`src/rtl/lane_traffic_engine.sv`:
```
// Multi-lane horizontal traffic engine: per-lane step timers, wrapping car positions
// and a registered player/car overlap flag.
module lane_traffic_engine #(
  parameter int NUM_LANES      = 4,
  parameter int H_DISPLAY      = 640,
  parameter int STEP           = 32,
  parameter int CAR_W          = 32,
  parameter int LANE_Y0        = 288,
  parameter int LANE_PITCH     = 32,
  parameter int PERIOD_W       = 32,
  parameter int DEFAULT_PERIOD = 2500000,
  localparam int LW = (NUM_LANES > 1) ? $clog2(NUM_LANES) : 1
) (
  input  logic                    CLK,
  input  logic                    RST_N,
  input  logic                    enable,
  input  logic                    cfg_we,
  input  logic [LW-1:0]           cfg_lane,
  input  logic [PERIOD_W-1:0]     cfg_period,
  input  logic                    cfg_dir,
  input  logic [9:0]              player_x,
  input  logic [9:0]              player_y,
  output logic [NUM_LANES*10-1:0] car_x,
  output logic [NUM_LANES*10-1:0] car_y,
  output logic [NUM_LANES-1:0]    step_pulse,
  output logic                    collision
);

  localparam logic [11:0] H_W     = 12'(H_DISPLAY);
  localparam logic [11:0] STEP_W  = 12'(STEP);
  localparam logic [11:0] CAR_W_W = 12'(CAR_W);
  localparam logic [11:0] HI_W    = 12'(H_DISPLAY - CAR_W);
  localparam logic [PERIOD_W-1:0] PER_ONE = PERIOD_W'(1);
  localparam logic [PERIOD_W-1:0] DEF_PER = PERIOD_W'(DEFAULT_PERIOD);

  logic [NUM_LANES-1:0] hit;

  generate
    for (genvar i = 0; i < NUM_LANES; i++) begin : g_lane
      logic [PERIOD_W-1:0] cnt_q;
      logic [PERIOD_W-1:0] period_q;
      logic                dir_q;
      logic [9:0]          x_q;
      logic                pulse_q;
      logic                sel;
      logic                at_tc;
      logic                step;
      logic [11:0]         x_ext;
      logic [11:0]         x_fwd;
      logic [11:0]         x_back;
      logic [9:0]          x_next;
      logic [11:0]         d_sum;
      logic [11:0]         d;
      logic [9:0]          lane_y;

      assign lane_y = 10'(LANE_Y0 + i * LANE_PITCH);
      assign sel    = cfg_we && (cfg_lane == LW'(i));
      assign at_tc  = (period_q != '0) && (cnt_q >= period_q - PER_ONE);
      // A config write to this lane pre-empts a coincident step.
      assign step   = enable && at_tc && !sel;

      assign x_ext  = {2'b00, x_q};
      assign x_fwd  = x_ext + STEP_W;
      assign x_back = x_ext + H_W - STEP_W;
      assign x_next = dir_q ? 10'((x_ext < STEP_W) ? x_back : (x_ext - STEP_W))
                            : 10'((x_fwd >= H_W) ? (x_fwd - H_W) : x_fwd);

      // Circular distance so cars straddling the wrap edge still collide.
      assign d_sum  = {2'b00, player_x} + H_W - x_ext;
      assign d      = d_sum % H_W;
      assign hit[i] = (player_y == lane_y) && ((d < CAR_W_W) || (d > HI_W));

      always_ff @(posedge CLK or negedge RST_N) begin
        if (!RST_N) begin
          cnt_q    <= '0;
          period_q <= DEF_PER;
          dir_q    <= 1'(i % 2);
          x_q      <= '0;
          pulse_q  <= 1'b0;
        end else begin
          pulse_q <= step;
          if (sel) begin
            period_q <= cfg_period;
            dir_q    <= cfg_dir;
            cnt_q    <= '0;
          end else if (enable) begin
            if ((period_q == '0) || at_tc) cnt_q <= '0;
            else                           cnt_q <= cnt_q + PER_ONE;
            if (step) x_q <= x_next;
          end
        end
      end

      assign car_x[10*i +: 10] = x_q;
      assign car_y[10*i +: 10] = lane_y;
      assign step_pulse[i]     = pulse_q;
    end
  endgenerate

  always_ff @(posedge CLK or negedge RST_N) begin
    if (!RST_N) collision <= 1'b0;
    else        collision <= |hit;
  end

endmodule
```
`config.mk`:
```
export PLATFORM = sky130hd
export DESIGN_NAME = lane_traffic_engine
export DESIGN_NICKNAME = d
export VERILOG_FILES = /design/src/rtl/lane_traffic_engine.sv
export SDC_FILE = /design/constraint.sdc
export NUM_CORES = 1
export LEC_CHECK = 0
export ABC_AREA = 1
export ABC_CLOCK_PERIOD_IN_PS = 7960
export BUFFER_PORTS_ARGS = -buffer_cell sky130_fd_sc_hd__buf_2
export CAP_MARGIN = 20
export CORE_MARGIN = 5
export CORE_UTILIZATION = 60
export CTS_CLUSTER_DIAMETER = 40
export DETAILED_ROUTE_END_ITERATION = 16
export PLACE_DENSITY_LB_ADDON = 0.08
export SYNTH_ARGS = -nofsm -noshare
export SYNTH_HDL_FRONTEND = slang
export SYNTH_SLANG_ARGS = --single-unit
```
`constraint.sdc`:
```
create_clock -name CLK -period 7.96 [get_ports CLK]
set_input_delay 0.796 -clock CLK [delete_from_list [all_inputs] [get_ports CLK]]
set_output_delay 0.796 -clock CLK [all_outputs]
set_load 0.02 [all_outputs]
```
==> flow_metrics.py <==
metrics = {
    "critical_path": {
        "end_kind": "flip-flop",
        "r2r_end": "g_lane[0].x_q[7]",
        "worstPathArrival_ps": 4620,
        "cp_num_buf_inv": 2,
        "critPathMaxStageDelay_ps": 440,
        "path_max_fanout": 7,
        "cpMaxStageDelayCell": "dfrtp_1",
        "cp.required_ps": 8440,
        "r2r-start": "g_lane[0].period_q[3]",
        "reg2reg_depth": 18,
        "rrSetupSlack_ps": 3820,
        "worstSetupPathType": "reg2reg",
        "start_kind": "flip-flop",
        "path_cells": "nor2_1, nand2_1, nor3_1, nand4_1, nor2_1, nand3_1, xor2_1, ha_1, nand4_1, inv_1, nand2_1, nor4b_1, nand4_1, nand3_1, nand2_1, inv_1, o221ai_1, o21ai_0",
        "crit_family": "simple AND/OR/NAND/NOR gates",
    },
    "synthesis": {
        "synth_area_sq_um": 21680,
        "ys_seq_elements": 285,
        "synth-edff-count": 0,
        "ys_warn_count": 0,
        "ys.flop_type": "dfrtp_1",
        "synthDistinctLibCells": 56,
        "synth_seq_area_share": 0.3310,
        "synth_cells": 2869,
        "avgSynthCellArea_sq_um": 7.556,
        "synthArstFlopShare": 1.000,
    },
    "sta": {
        "fin_setup_tns_ps": 0,
        "rsz0062_at_grt": "no",
        "tightest_slew_ps": 910.7,
        "relSlewSlack": 0.3929,
        "layout_min_cycle_time_ps": 4136,
        "fmax_mhz": 241.8,
        "fin_crit_sh": 0.5196,
        "hold_viol_final": 0,
        "setup_viol": 0,
        "drv_slew": 0,
        "finClkSkew_ps": 30.34,
    },
    "floorplanning": {
        "io-pin-count": 144,
        "die_x_microns": 200.1,
        "core_sq_um": 35660,
        "fp-row-count": 69,
        "start_util": 0.6080,
        "dieArea_sq_um": 40030,
        "die_height_microns": 200.1,
    },
    "cts": {
        "htreeDepth": 2,
        "cts-resized-gates": 0,
        "cts_buffer_depth": 3,
        "cts_tree": "yes",
        "clock_latency_ps": 580,
        "postCtsSetupBuffers": 0,
        "clk_pin_slew_ps": 60,
        "cts_hold_buffers": 0,
        "numCtsBuffers": 47,
        "cts_root_buffer": "clkbuf_16",
        "cts.sinks": 285,
    },
    "place": {
        "dp_hpwl_mm": 43.20,
        "io_buffers": 83,
        "gp_congestion": 0.9655,
    },
    "grt": {
        "grt_max_degree": 155,
        "grtUsageMet2": 0.4837,
        "grt.busiest_layer": "met2",
        "use_met1": 0.3765,
        "grt_usage": 0.2846,
        "grt_pass1_wl_mm": 93.11,
        "first_global_vias": 18692,
        "met3_usage": 0.05002,
        "grt_overflow": 0,
        "antenna_found_initial": 1,
    },
    "power_and_ir_drop": {
        "power.clock.fraction": 0.330,
        "leakage_nw": 11.10,
        "powerDensity_nw_per_um2": 258.3,
        "irDropWorstVdd_v": 0.0002252,
        "seqPwrFrac": 0.315,
        "p_comb_frac": 0.354,
        "intPower_mw": 3.712,
        "p_sw_mw": 2.470,
        "swShare": 0.3996,
    },
    "job": {
        "cap_violations": 0,
    },
    "detailed_routing": {
        "drt-total-wl_mm": 56.99,
        "first_iter_violations": 1255,
        "vias": 19517,
        "drt.antenna.violating_nets": 0,
        "vias_per_cell": 5.647,
        "wl_per_cell_microns": 16.49,
        "drc_errors": 0,
        "drt_pass1_iterations": 5,
    },
    "layout": {
        "fillerInstances": 3086,
        "most-common-layout-cells": "nand2_1, inv_1, dfrtp_1, nor2_1, o21ai_0",
        "n_antenna_cell": 0,
        "final_layout_size_suffix_gt1_frac": 0.09850,
        "final_core_util": 0.6712,
        "finalNetCount": 3190,
        "layout_commonest_cell": "nand2_1",
        "area_growth_pct": 10.41,
    },
    "status": {
        "outcome": "complete, no violations",
    },
    "hold_path": {
        "hp-class": "in2async",
    },
}
[power groups by stage]
stage	combinational (mW)	sequential (mW)	clock [mW]
finish	2.19	1.95	2.04
global placement	2.08	1.96	0
CTS	2.18	1.94	2.07
detailed placement	2.16	1.97	0
global route	2.51	1.98	2.14
floorplan	1.66	1.94	0
[flip-flops by register name, summed over array words and instances, names as in the netlist]
register and cells:
g_lane.x_q 20, g_lane.pulse_q 4, g_lane.period_q 128, collision 1, g_lane.dir_q 4, g_lane.cnt_q 128
[stage by stage]
step	std cells	instance area, sq um	power, mW	hold WS (ps)	setup WS [ps]
floorplan	2927	21890	3.592	453.0	4554
global placement	3368	22340	4.041	476.4	4037
detailed placement	3369	22350	4.124	502.5	3892
CTS	3456	23930	6.197	140.8	3868
global route	3456	23930	6.627	169.2	3427
finish	3456	23930	6.182	140.2	3824
[cell type report]
cell class,count,area (sq um),area share
clock inverter,29,284.0,0.01187
inverter,359,1348,0.05630
tap,461,576.8,0.02410
sequential,285,7174,0.2998
timing repair buffer,96,539.3,0.02253
clock buffer,58,1300,0.05432
multi-input combinational,2168,12710,0.5311
[cells by family after synthesis]
kind of cell | after synthesis | synth area share
other | 2 | 0.0003464
adders and majority gates | 174 | 0.1004
DFF | 285 | 0.3310
and+or+nand+nor | 1221 | 0.2590
buffers and inverters | 474 | 0.09362
AOI/OAI and AO/OA | 483 | 0.1227
xor gates and xnor gates | 230 | 0.09293
[synth_stat cells (8+ instances only)]
master / count / area [sq um]
nand2_1: 570 / 2140
inv_1: 352 / 1321
dfrtp_1: 251 / 6281
nor2_1: 249 / 934.7
o21ai_0: 234 / 1171
ha_1: 174 / 2177
xor2_1: 167 / 1463
nand3_1: 136 / 680.7
a21oi_1: 103 / 515.5
o22ai_1: 76 / 475.5
nand4_1: 75 / 469.2
nor3_1: 73 / 365.4
buf_4: 64 / 480.5
xnor2_1: 63 / 551.8
clkbuf_1: 41 / 153.9
dfstp_2: 34 / 893.4
nor4_1: 31 / 193.9
o211ai_1: 16 / 120.1
nor2_2: 13 / 81.33
nor3_2: 13 / 130.1
a31oi_1: 11 / 68.82
o21ai_1: 11 / 55.05
o31ai_1: 11 / 82.58
or2_2: 10 / 62.56
nand2_2: 9 / 56.30
buf_2: 8 / 40.04
[metal layers]
metal / vias to the layer above / routed length, microns
met2: 557 / 27570
met4: 0 / 1248
met5: - / 0
met3: 105 / 3838
met1: 9192 / 24330
li1: 9663 / -
[worst max path at each step]
stage / from / endpoint / slack, ps / cells after the start
2_1_floorplan: g_lane[2].period_q[5] / g_lane[2].cnt_q[13] / 4550 / 21
3_3_place_gp: g_lane[2].period_q[5] / g_lane[2].x_q[7] / 4040 / 23
3_5_place_dp: g_lane[0].period_q[3] / g_lane[0].x_q[7] / 3890 / 18
4_1_cts: g_lane[0].period_q[3] / g_lane[0].x_q[7] / 3870 / 18
5_1_grt: g_lane[1].period_q[0] / g_lane[1].x_q[8] / 3430 / 20
6_report: g_lane[0].period_q[3] / g_lane[0].x_q[7] / 3820 / 18
Power figures use the tool's default switching activity.
